`config.mk`:
```
export PLATFORM = sky130hd
export DESIGN_NAME = stack_calc_core
export DESIGN_NICKNAME = d
export VERILOG_FILES = /design/src/rtl/stack_calc_core.sv
export SDC_FILE = /design/constraint.sdc
export NUM_CORES = 1
export LEC_CHECK = 0
export BUFFER_PORTS_ARGS = -buffer_cell sky130_fd_sc_hd__buf_2
export CAP_MARGIN = 20
export CORE_MARGIN = 3
export CORE_UTILIZATION = 55
export DETAILED_ROUTE_END_ITERATION = 10
export HOLD_SLACK_MARGIN = 0.05
export PLACE_DENSITY = 0.72
export SLEW_MARGIN = 20
export SYNTH_ARGS = -nofsm -noshare
export SYNTH_HDL_FRONTEND = slang
export SYNTH_SLANG_ARGS = --single-unit
```
`constraint.sdc`:
```
create_clock -name CLK -period 6.6 [get_ports CLK]
set_clock_uncertainty 0.15 [all_clocks]
set_input_delay 0.33 -clock CLK [delete_from_list [all_inputs] [get_ports CLK]]
set_output_delay 0.33 -clock CLK [all_outputs]
set_load 0.03 [all_outputs]
```
`src/rtl/stack_calc_core.sv`:
```
// Operand stack and arithmetic engine for the stack calculator.
// States: IDLE | decode commands   CALC | compute R from A,B   WB | write R back, pop one
module stack_calc_core #(
  parameter int WIDTH = 16,
  parameter int DEPTH = 8,
  parameter int CW    = $clog2(DEPTH) + 1
) (
  input  logic             CLK,
  input  logic             RESET,
  input  logic             PUSH_SP,
  input  logic             POP_SP,
  input  logic             OP_SP,
  input  logic [WIDTH-1:0] SW,
  input  logic [1:0]       OP_SEL,
  output logic [WIDTH-1:0] TOP,
  output logic [CW-1:0]    COUNT,
  output logic             EMPTY,
  output logic             FULL,
  output logic             BUSY,
  output logic             ERR
);

  localparam int AW = (DEPTH > 1) ? $clog2(DEPTH) : 1;

  typedef enum logic [1:0] {S_IDLE, S_CALC, S_WB} state_t;

  state_t           state_q, state_d;
  logic [WIDTH-1:0] stack_mem [DEPTH];
  logic [CW-1:0]    count_q;
  logic [CW-1:0]    top_idx, sec_idx;
  logic [WIDTH-1:0] a_q, b_q, r_q, calc_r;
  logic [1:0]       op_q;
  logic             err_q;
  logic             do_push, do_pop, do_op, err_set;

  assign top_idx = count_q - CW'(1);
  assign sec_idx = count_q - CW'(2);

  assign COUNT = count_q;
  assign EMPTY = (count_q == '0);
  assign FULL  = (count_q == CW'(DEPTH));
  assign BUSY  = (state_q != S_IDLE);
  assign ERR   = err_q;
  assign TOP   = EMPTY ? '0 : stack_mem[top_idx[AW-1:0]];

  always_comb begin
    state_d = state_q;
    do_push = 1'b0;
    do_pop  = 1'b0;
    do_op   = 1'b0;
    err_set = 1'b0;
    case (state_q)
      S_IDLE: begin
        case ({PUSH_SP, POP_SP, OP_SP})
          3'b000: ;
          3'b100: if (FULL) err_set = 1'b1; else do_push = 1'b1;
          3'b010: if (EMPTY) err_set = 1'b1; else do_pop = 1'b1;
          3'b001: begin
            if (count_q >= CW'(2)) begin
              do_op   = 1'b1;
              state_d = S_CALC;
            end else begin
              err_set = 1'b1;
            end
          end
          default: err_set = 1'b1;
        endcase
      end
      S_CALC:  state_d = S_WB;
      S_WB:    state_d = S_IDLE;
      default: state_d = S_IDLE;
    endcase
  end

  always_comb begin
    calc_r = '0;
    case (op_q)
      2'b00: calc_r = a_q + b_q;
      2'b01: calc_r = a_q - b_q;
      2'b10: calc_r = a_q * b_q;
      2'b11: calc_r = a_q ^ b_q;
      default: calc_r = '0;
    endcase
  end

  always_ff @(posedge CLK) begin
    if (RESET) begin
      state_q <= S_IDLE;
      count_q <= '0;
      err_q   <= 1'b0;
      a_q     <= '0;
      b_q     <= '0;
      r_q     <= '0;
      op_q    <= 2'b00;
    end else begin
      state_q <= state_d;
      if (do_push) begin
        count_q <= count_q + CW'(1);
        err_q   <= 1'b0;
      end
      if (do_pop) begin
        count_q <= count_q - CW'(1);
        err_q   <= 1'b0;
      end
      if (do_op) begin
        op_q  <= OP_SEL;
        a_q   <= stack_mem[sec_idx[AW-1:0]];
        b_q   <= stack_mem[top_idx[AW-1:0]];
        err_q <= 1'b0;
      end
      if (err_set) err_q <= 1'b1;
      if (state_q == S_CALC) r_q <= calc_r;
      if (state_q == S_WB) count_q <= count_q - CW'(1);
    end
  end

  // Storage is left unreset; a reset in WB must still suppress the writeback.
  always_ff @(posedge CLK) begin
    if (!RESET) begin
      if (do_push)
        stack_mem[count_q[AW-1:0]] <= SW;
      else if (state_q == S_WB)
        stack_mem[sec_idx[AW-1:0]] <= r_q;
    end
  end

endmodule

```
### After elaboration in Yosys (flattened, before gate mapping)

Memories as Yosys holds them, arrays and structs flattened. A register that Yosys moved wholly into a read port is not among the register bits.
Index checks and enable logic that the tools add are counted.

* bits in registers: 41
* bits in writable memories: 128
* output and inout bits: 24
* word-level logic and storage cells: 71
* memories: 1

Memory list
* stack_mem: words 8, width 16, read ports 2, clocked after memory_dff 1, write ports 1, line 28 `logic [WIDTH-1:0] stack_mem [DEPTH];`

* add/subtract/negate cells: 5
* $mul: 1
* order comparisons: 1
* eq/ne operators: 11
* muxes and demuxes: 36
* bitwise gates (word level): 1
* reductions and logical operators: 9

Operator list (number)
* $pmux W16 S4: 1
* $mux W16: 2
* $mux W1: 25
* $add A16 B16 Y16: 1
* $mul A16 B16 Y16: 1
* $reduce_or A16 Y1: 1
* $sub A16 B16 Y16: 1
* $xor A16 B16 Y16: 1
* $mux W4: 3
* $eq A2 B2 Y1 const B: 3
* $add A4 B1 Y4 const B: 1
* $eq A2 B1 Y1 const B: 2
* $eq A4 B4 Y1 const B: 1
* $ge A4 B2 Y1 const B: 1
* $logic_not A2 Y1: 2
* $logic_not A4 Y1: 1
* $mux W2: 2
* $pmux W1 S4: 1
* $pmux W2 S2: 1
* $reduce_bool A4 Y1: 1
* $sub A4 B1 Y4 const B: 1
* $eq A3 B1 Y1 const B: 1
* $eq A3 B2 Y1 const B: 1
* $eq A3 B3 Y1 const B: 1
* other kinds (8): 8

### Logic depth before layout (Yosys ltp)

Gate-level depths: netlist of the first run.

* depth after elaboration: 9
* depth in mapped cells: 22
* mapped depth without buffers: 20

### Worst setup path after synthesis of the first run

Ideal clock, no wire load.

* path type: register to register
* start: register b_q[1], read port of stack_mem
* end: register r_q[15]
* library setup time: 0.133 ns
* arrival time: 5.364 ns
* required time: 6.317 ns
* setup slack: 0.953 ns
* stages on the path, launching flop included: 21
* path buffers: 2
* clock period less this slack: 5.647 ns
* path through: dfxtp_1 > clkbuf_1 > clkbuf_1 > nand2_1 > fa_1 > fa_1 > fa_1 > fa_1 > inv_1 > fa_1 > inv_1 > fa_1 > inv_1 > ha_1 > a21o_1 > a21oi_1 > o211ai_1 > a31oi_1 > xnor2_1 > o2111ai_1 > a31oi_1

* cells in the longest elaborated chain, start to end: 2

Ends and longest elaborated chain
* from (decl): line 31 `logic [WIDTH-1:0] a_q, b_q, r_q, calc_r;`
* $mul A16 B16 Y16, or another cell as far along: line 80 `2'b10: calc_r = a_q * b_q;`
* $pmux W16 S4 *: line 77 `case (op_q)`
* to (signal assigned): line 112 `if (state_q == S_CALC) r_q <= calc_r;`
* to (decl): line 31

Every way passes the cells marked *; elsewhere a longest branch is shown, timed or not.
A chain may end at the register's enable or synchronous reset.

### Final worst setup path of the first run

* start: register b_q[3], read port of stack_mem
* end: register r_q[15]

Same word-level chain as after synthesis.

==> results.yml, run 1 <==
outcome:
  status: "completed"
synthesis:
  synth_cells: 1258
  synth_edf_count: 128
  ys_top_cells_by_count: "172 x nand2_1, 132 x inv_1, 128 x edfxtp_1"
  ys.flop_type: "edfxtp_1"
  yosysWarnings: 0
  ys_seq_area_frac: 0.3681
  synth_top_cell_area_share: 0.2839
  syn-cell-area_mm2: 0.01354
  yosysUniqueCellTypes: 58
  synth-async-reset-ratio: 0
  ys_top_cells_by_area: "edfxtp_1 28%, fa_1 12%, mux4_2 11%, dfxtp_1 8.4%, ha_1 7.3%"
  yosysMostFrequentCell: "nand2_1"
  synth_top_cell_by_area: "edfxtp_1"
  avgSynthCellArea_um2: 10.76
  ys_ff_latch: 185
  synth_nets: 1441
grt:
  busiest_layer: "met2"
  grt_usage: 0.2630
  antenna_found_initial: 0
  grt_overflow: 0
  grt_use_met3: 0.03789
  grt_max_degree: 68
  grt_pass1_wl_um: 53340
  use_met1: 0.3658
  grt_pass1_vias: 9576
  grtUsageMet2: 0.4248
power:
  p_total_mw: 3.093
  ir_drop_mv: 0.1999
  leakagePower_nw: 5.901
  powerDensity_mw_per_mm2: 210.0
floorplan:
  core_mm2: 0.02382
  num_rows: 56
  die_y_um: 162.9
  start_util: 0.5684
  die_x_um: 162.9
  ios: 47
  dieArea_mm2: 0.02654
setup_path:
  cpMaxStageDelayCell: "dfxtp_1"
  required_ps: 6740
  critPathMaxStageDelay_ps: 760
  critPathArrivalTime_ps: 6080
  cp_common_cell: "fa_1"
  path_class: "reg -> reg"
  critPathLaunchType: "flop"
  endpoint_kind: "flop"
  crit_chain: "nand2_1, fa_1, fa_1, fa_1, fa_1, inv_1, fa_1, inv_1, fa_1, inv_1, ha_1, a21o_1, a21oi_1, o211ai_1, a31oi_1, xnor2_1, o2111ai_1, a31oi_1"
  worstPathMaxFanout: 18
routing:
  vias: 9517
  vias_per_cell: 5.919
  final_antenna_net_count: 0
  drc: 0
  initialDrtViolationCount: 825
  finalWirelength_um: 33690
  first_pass_iters: 6
  wire_per_inst_um: 20.95
final_layout:
  layout.cells.non_filler: 1608
  utilization: 0.6184
  area_growth_pct: 8.806
  drive_gt1_frac: 0.1435
  filler_cell_count: 1923
  diodes: 0
  nets: 1460
job:
  cap_violations: 0
clock_network:
  cts_resized: 0
  cts_max_path_buffers: 2
  cts.htree.levels: 4
  ctsHoldBuffers: 2
  cts_tree: "yes"
  cts_setup_buffers: 0
  cts_inserted_buffers: 17
  clkTransAtPathRegs_ps: 80
  ctsRootBufferMaster: "clkbuf_16"
  cts.sinks: 185
  clk_latency_ps: 430
sta:
  hold_viol: 0
  period_minus_slack_ps: 5942
  slew_headroom: 0.4636
  finalSetupTns_ps: 0
  fin_hold_ws_ps: 183.6
  rsz0062_at_grt: "no"
  max_freq_mhz: 168.3
  slew_violations: 0
  tightest_slew_ps: 804.6
  setup_viol: 0
  finalCritPeriodShare: 0.9003
place:
  place_congestion: 0.9639
  numPlacedInstances: 1575
  port_buffers: 46
  hpwl_um: 24180
hold_path:
  holdCritPathClass: "in -> reg"
## cell families (layout without fill, tap and decap cells)
logic type / count (synthesis) / after routing / share of synthesized area
adder cells (fa/ha/maj): 160 / 160 / 0.1928
AND/OR/NAND/NOR: 389 / 389 / 0.1307
flip-flops: 185 / 185 / 0.3681
multiplexers: 91 / 91 / 0.1265
buffers and inverters: 211 / 242 / 0.05942
AO/OA/AOI/OAI: 147 / 147 / 0.07346
XOR/XNOR: 75 / 75 / 0.04907
## worst max-delay path: cells and delay by family (launching register included)
family / cells / cell delay (ps)
XOR/XNOR: 1 / 120
AO/OA/AOI/OAI: 6 / 1080
adder cells (fa/ha/maj): 7 / 3390
flip-flops: 1 / 760
AND/OR/NAND/NOR: 1 / 140
buffers and inverters: 3 / 140
## per-stage QoR
stage / area, um^2 / worst slack [ps]
final: 14730 / 657.8
after CTS: 14730 / 663.9
after floorplan: 13540 / 953.3
after detailed placement: 14110 / 684.0
after global routing: 14730 / 286.2
after global placement: 14110 / 933.8
## path summary, 6_finish.rpt
check                 startpoint                   endpoint  slack, ps  depth (start not counted)
max          b_q[3]$_SDFFE_PP0P_       r_q[15]$_SDFFE_PP0N_        660                         18
min                        SW[2]  stack_mem[3][2]$_DFFE_PP_        180                          3
max reg2reg  b_q[3]$_SDFFE_PP0P_       r_q[15]$_SDFFE_PP0N_        660                         18
min reg2reg  r_q[7]$_SDFFE_PP0N_        r_q[7]$_SDFFE_PP0N_        310                          2
## cell usage in the layout (no fill, tap or decap), types with 3 or more instances in the layout
master,instances
a211oi_1,19
a21o_1,6
a21oi_1,31
a311oi_1,16
a31oi_1,8
and2_1,64
and3_1,4
buf_2,46
buf_4,31
clkbuf_16,17
dfxtp_1,56
edfxtp_1,128
fa_1,81
ha_1,79
inv_1,132
inv_8,7
mux2i_1,26
mux4_2,64
nand2_1,172
nand2b_1,10
nand3_1,3
nor2_1,97
nor2b_1,9
nor3_1,14
nor4_1,3
o211ai_1,12
o21ai_0,28
o21bai_1,3
o31ai_1,3
o41ai_1,4
xnor2_1,46
xor2_1,27
## where the power goes
group / total [mW] / switching (mW) / leakage [nW] / internal [mW]
Combinational: 0.742 / 0.426 / 3.99 / 0.316
Clock: 1.05 / 0.477 / 0.295 / 0.576
Sequential: 1.30 / 0.0441 / 1.61 / 1.25
## sequential cells by signal, indices dropped and copies added, names as in the netlist
register,count
ERR,1
a_q,16
op_q,2
stack_mem,128
state_q,2
b_q,16
COUNT,4
r_q,16
## per-layer routing
metal / up-vias / wire length (um)
li1: 4367 / -
met1: 4682 / 13980
met2: 400 / 16320
met3: 68 / 2310
met4: 0 / 1084
met5: - / 0
## area by class of cell
type / instances / area [um^2] / area share
Multi-Input combinational cell: 862 / 7765 / 0.5270
Sequential cell: 185 / 4989 / 0.3386
Inverter: 132 / 495.5 / 0.03363
Timing Repair Buffer: 79 / 483.0 / 0.03278
Clock buffer: 17 / 425.4 / 0.02887
Tap cell: 319 / 399.1 / 0.02709
Clock inverter: 14 / 176.4 / 0.01197
No activity file was read; power rests on OpenSTA's default activity.
==> run 2, diff against run 1 <==
--- a/config.mk
+++ b/config.mk
@@ -10,8 +10,9 @@
 export CORE_MARGIN = 3
 export CORE_UTILIZATION = 55
 export DETAILED_ROUTE_END_ITERATION = 10
+export GPL_TIMING_DRIVEN = 0
 export HOLD_SLACK_MARGIN = 0.05
-export PLACE_DENSITY = 0.72
+export PLACE_DENSITY_LB_ADDON = 0.15
 export SLEW_MARGIN = 20
 export SYNTH_ARGS = -nofsm -noshare
 export SYNTH_HDL_FRONTEND = slang
==> run 2 against run 1 <==
Effect of this change:
- die area unchanged
- register-to-register slack got worse by 480 ps
- count of clock-buffer cells in the layout increased by 1
- power decreased by 0.48%
- non-clock buffer count increased by 55
- sequential cell count unchanged
- sequential share of layout area decreased by 0.40 points
- wire length increased by 11%
- maximum frequency decreased by 7.4%
- hold slack improved by 12 ps
- largest power group unchanged
- cell count increased by 3.5%
- highest routed layer unchanged
==> results.yml, run 2 (synthesis results as in run 1) <==
outcome:
  status: "completed"
floorplan:
  die_y_um: 162.9
  core_mm2: 0.02382
  die_x_um: 162.9
  num_rows: 56
  start_util: 0.5684
  ios: 47
  dieArea_mm2: 0.02654
clock_network:
  ctsRootBufferMaster: "clkbuf_16"
  cts.htree.levels: 4
  cts_inserted_buffers: 17
  cts.sinks: 185
  cts_tree: "yes"
  clk_latency_ps: 430
  clkTransAtPathRegs_ps: 70
  cts_max_path_buffers: 2
setup_path:
  critPathLaunchType: "flop"
  worstPathMaxFanout: 10
  startpoint: "b_q[6]$_SDFFE_PP0P_"
  endpoint_kind: "flop"
  worstReg2RegEnd: "r_q[15]$_SDFFE_PP0N_"
  critPathMaxStageDelay_ps: 590
  reg2reg_slack_ps: 180
  crit_family: "adder cells"
  crit_chain: "clkbuf_1, and2_1, fa_1, inv_1, fa_1, fa_1, fa_1, inv_1, fa_1, inv_1, fa_1, inv_1, ha_1, a21o_1, a21oi_1, o211ai_1, a31oi_1, xnor2_1, o2111ai_1, a31oi_1"
  cpMaxStageDelayCell: "clkbuf_1"
  path_class: "reg -> reg"
  cp_common_cell: "fa_1"
  r2r_cells: 20
  required_ps: 6750
  critPathArrivalTime_ps: 6570
  critPathBufInv: 5
  reg2reg_from: "b_q[6]$_SDFFE_PP0P_"
sta:
  hold_viol: 0
  tightest_slew_ps: 1184
  finalSetupTns_ps: 0
  setup_viol: 0
  period_minus_slack_ps: 6417
  slew_headroom: 0.2078
  finalCritPeriodShare: 0.9723
  rsz0062_at_grt: "no"
  slew_violations: 0
  max_freq_mhz: 155.8
power:
  powerDensity_mw_per_mm2: 206.6
  leakagePower_nw: 5.895
  ir_drop_mv: 0.1720
  p_total_mw: 3.079
final_layout:
  drive_gt1_frac: 0.1279
  area_growth_pct: 10.03
  largest_reg_flops: 128
  nets: 1515
  final_cell_mix: "172 x nand2_1, 132 x inv_1, 128 x edfxtp_1, 89 x nor2_1, 81 x fa_1"
  final_common_cell: "nand2_1"
  diodes: 0
  design_area_mm2: 0.01490
  utilization: 0.6254
place:
  port_buffers: 45
  hpwl_um: 28480
  place_congestion: 0.9239
  place_area_mm2: 0.01430
routing:
  drc: 0
  vias: 9779
  initialDrtViolationCount: 1121
  first_pass_iters: 5
  finalWirelength_um: 37330
  final_antenna_net_count: 0
  vias_per_cell: 5.877
  wire_per_inst_um: 22.43
hold_path:
  min_path_cells: 4
  holdCritPathClass: "in -> reg"
  hold_start: "OP_SP"
  hold_end: "COUNT[1]$_SDFFE_PP0P_"
grt:
  grtUsageMet2: 0.5017
  grt_usage: 0.2907
  antenna_found_initial: 0
  use_met1: 0.3805
  grt_use_met3: 0.04374
  grt_max_degree: 17
  busiest_layer: "met2"
  grt_pass1_wl_um: 57640
  grt_overflow: 0
  grt_pass1_vias: 9834
job:
  cap_violations: 0
[run 2: cell types whose count changed in the layout (fill, tap and decap cells not counted), sizes merged]
cell / previous run / this run
clkinv: 2 / 6
clkbuf: 17 / 78
inv: 141 / 137
buf: 77 / 72
[run 2: worst register-to-register path, cell delays in order, from the launching register on]
cell and delay [ps]:
dfxtp_1 550, clkbuf_1 590, and2_1 240, fa_1 410, inv_1 80, fa_1 430, fa_1 500, fa_1 560
inv_1 50, fa_1 490, inv_1 60, fa_1 480, inv_1 40, ha_1 350, a21o_1 180, a21oi_1 190
o211ai_1 200, a31oi_1 270, xnor2_1 140, o2111ai_1 230, a31oi_1 110
[run 2: cell type report]
class	count	area, um^2
multi-input cells	862	7777
fillers	1956	8925
clock inverters	14	142.6
repair buffers	55	357.8
inverters	132	495.5
flip-flops and latches	185	4985
well taps	319	399.1
clock buffers	18	429.2
plain buffers	79	311.5
[run 2: per-layer routing]
layer	share of wire	wire length (um)
met5	0	0
met3	0.065	2418
met1	0.41	15140
met4	0.030	1123
met2	0.50	18650
[run 2: worst max path at each step]
stage	to	depth (start not counted)
after floorplan	r_q[15]$_SDFFE_PP0N_	20
final	r_q[15]$_SDFFE_PP0N_	20
after global placement	r_q[15]$_SDFFE_PP0N_	20
after global routing	r_q[12]$_SDFFE_PP0N_	18
after detailed placement	r_q[15]$_SDFFE_PP0N_	20
after CTS	r_q[15]$_SDFFE_PP0N_	20
[run 2: power breakdown]
part,leakage [nW],internal (mW),switching (mW)
Sequential,1.61,1.26,0.0203
Combinational,4.00,0.318,0.478
Clock,0.281,0.560,0.448
Total,5.89,2.13,0.946
[run 2: what timing repair did]
action / CTS / global route
endpoints found under the setup margin: 4 / 4
gates resized for setup: 2 / 3
setup buffers: 0 / 0
hold buffers: 2 / 0
pin swaps: 0 / 0
hold endpoints to repair: 2 / 0
[run 2: stage by stage]
stage | std cells | hold slack, ps | setup WS (ps)
after global routing | 1664 | 231.6 | 0.04752
after floorplan | 1258 | 286.6 | 953.3
final | 1664 | 195.8 | 182.6
after detailed placement | 1630 | 301.4 | -61.83
after CTS | 1664 | 178.5 | 132.0
after global placement | 1622 | 299.3 | -56.27
==> run 3, diff against run 2 <==
--- a/config.mk
+++ b/config.mk
@@ -13,6 +13,7 @@
 export GPL_TIMING_DRIVEN = 0
 export HOLD_SLACK_MARGIN = 0.05
 export PLACE_DENSITY_LB_ADDON = 0.15
+export RECOVER_POWER = 100
 export SLEW_MARGIN = 20
 export SYNTH_ARGS = -nofsm -noshare
 export SYNTH_HDL_FRONTEND = slang
==> run 3 against run 2 <==
Effect of this change:
- wire length shrank 0.48%
- critical path depth is the same
- register-to-register slack is essentially flat
- maximum frequency is essentially flat
- largest cell class unchanged
- clock power is essentially flat
- core utilization shrank 0.58 points
- first-iteration DRC count grew 2.8%
- sequential power is essentially flat
==> results.yml, run 3 (synthesis results as in run 1) <==
outcome:
  status: "completed"
clock_network:
  ctsRootBufferMaster: "clkbuf_16"
  clk_latency_ps: 430
  cts.htree.levels: 4
  cts_max_path_buffers: 2
  clkTransAtPathRegs_ps: 70
  cts.sinks: 185
  cts_inserted_buffers: 17
  cts_tree: "yes"
grt:
  grt_overflow: 0
  grt_pass1_wl_um: 57640
  grt_pass1_vias: 9834
  grt_usage: 0.2907
  antenna_found_initial: 0
  grt_max_degree: 17
power:
  p_int_mw: 2.125
  ir_drop_mv: 0.1710
  sw_frac_of_total: 0.3073
  comb_power_share: 0.257
  pwr-share-seq: 0.416
  p_total_mw: 3.068
  leakagePower_nw: 5.751
  powerDensity_mw_per_mm2: 207.9
  p_sw_mw: 0.9426
  power_frac_clock: 0.328
setup_path:
  worst-path-stages: 20
  required_ps: 6750
  critPathBufInv: 5
  critPathLaunchType: "flop"
  reg2reg_from: "b_q[6]$_SDFFE_PP0P_"
  critPathMaxStageDelay_ps: 590
  path_class: "reg -> reg"
  worstPathMaxFanout: 10
  reg2reg_slack_ps: 180
  startpoint: "b_q[6]$_SDFFE_PP0P_"
  cpMaxStageDelayCell: "clkbuf_1"
  endpoint_kind: "flop"
  critPathArrivalTime_ps: 6570
  cp_common_cell: "fa_1"
  crit_chain: "clkbuf_1, and2_0, fa_1, inv_1, fa_1, fa_1, fa_1, inv_1, fa_1, inv_1, fa_1, inv_1, ha_1, a21o_1, a21oi_1, o211ai_1, a31oi_1, xnor2_1, o2111ai_1, a31oi_1"
  crit_family: "adder cells"
  r2r_cells: 20
final_layout:
  nets: 1515
  drive_gt1_frac: 0.09740
  layout.cells.non_filler: 1664
  area_growth_pct: 9.009
  largest_reg_flops: 128
  final_cell_mix: "172 x nand2_1, 132 x inv_1, 128 x edfxtp_1, 97 x nor2_1, 95 x clkbuf_1"
  diodes: 0
  utilization: 0.6196
  final_common_cell: "nand2_1"
floorplan:
  num_rows: 56
  core_mm2: 0.02382
  dieArea_mm2: 0.02654
  die_y_um: 162.9
  die_x_um: 162.9
  start_util: 0.5684
  ios: 47
sta:
  finalCritPeriodShare: 0.9725
  setup_viol: 0
  max_freq_mhz: 155.8
  rsz0062_at_grt: "no"
  slew_headroom: 0.1812
  slew_violations: 0
  period_minus_slack_ps: 6418
  hold_viol: 0
  tightest_slew_ps: 1226
place:
  hpwl_um: 28480
  port_buffers: 45
  numPlacedInstances: 1630
  place_congestion: 0.9239
routing:
  first_pass_iters: 5
  wire_per_inst_um: 22.33
  initialDrtViolationCount: 1152
  drc: 0
  finalWirelength_um: 37150
  final_antenna_net_count: 0
  vias: 9759
  vias_per_cell: 5.865
job:
  cap_violations: 0
hold_path:
  min_path_cells: 4
  hold_start: "OP_SP"
  holdCritPathClass: "in -> reg"
run 3: final timing paths:
| path | end |
|---|---|
| setup / recovery | r_q[15]$_SDFFE_PP0N_ |
| setup reg to reg | r_q[15]$_SDFFE_PP0N_ |
| hold reg to reg | r_q[11]$_SDFFE_PP0N_ |
| hold / removal | COUNT[1]$_SDFFE_PP0P_ |
run 3: cell type report:
class	count	area [um^2]
fillers	1992	9062
multi-input cells	862	7752
flip-flops and latches	185	4985
inverters	132	495.5
clock buffers	18	429.2
well taps	319	399.1
plain buffers	79	311.5
repair buffers	55	245.2
clock inverters	14	142.6
run 3: tightest hold or removal path: cells and delay by family:
| kind | cells | cell delay, ps |
|---|---|---|
| buf+inv | 1 | 120 |
| compound gates | 1 | 150 |
| simple gates | 2 | 140 |
run 3: repair_timing:
item,CTS,global route
hold buffers,2,0
gates cloned,0,0
hold endpoints to repair,2,0
setup buffers,0,0
resized for setup,2,3
setup endpoints to repair,4,4
run 3: stage by stage:
| step | hold slack [ps] | TNS (ps) | worst slack (ps) | cell area [um^2] |
|---|---|---|---|---|
| global placement | 299.3 | -56.27 | -56.27 | 14160 |
| detailed placement | 301.4 | -114.1 | -61.83 | 14300 |
| CTS | 178.5 | 0 | 132.0 | 14900 |
| finish | 198.7 | 0 | 181.6 | 14760 |
| floorplan | 286.6 | 0 | 953.3 | 13540 |
| global route | 231.6 | 0 | 0.04752 | 14760 |
run 3: power by group through the flow:
stage	Sequential, mW	Clock, mW	Combinational [mW]
global route	1.28	1.06	0.848
floorplan	1.30	0	0.574
finish	1.28	1.01	0.787
CTS	1.27	1.01	0.788
detailed placement	1.30	0	0.782
global placement	1.30	0	0.773
run 3: metal layers:
metal | wire [um] | vias up | track usage
met5 | 0 | - | 0
met2 | 18530 | 391 | 0.5017
li1 | - | 4466 | -
met4 | 1139 | 0 | 0.09189
met3 | 2470 | 80 | 0.04374
met1 | 15010 | 4822 | 0.3805
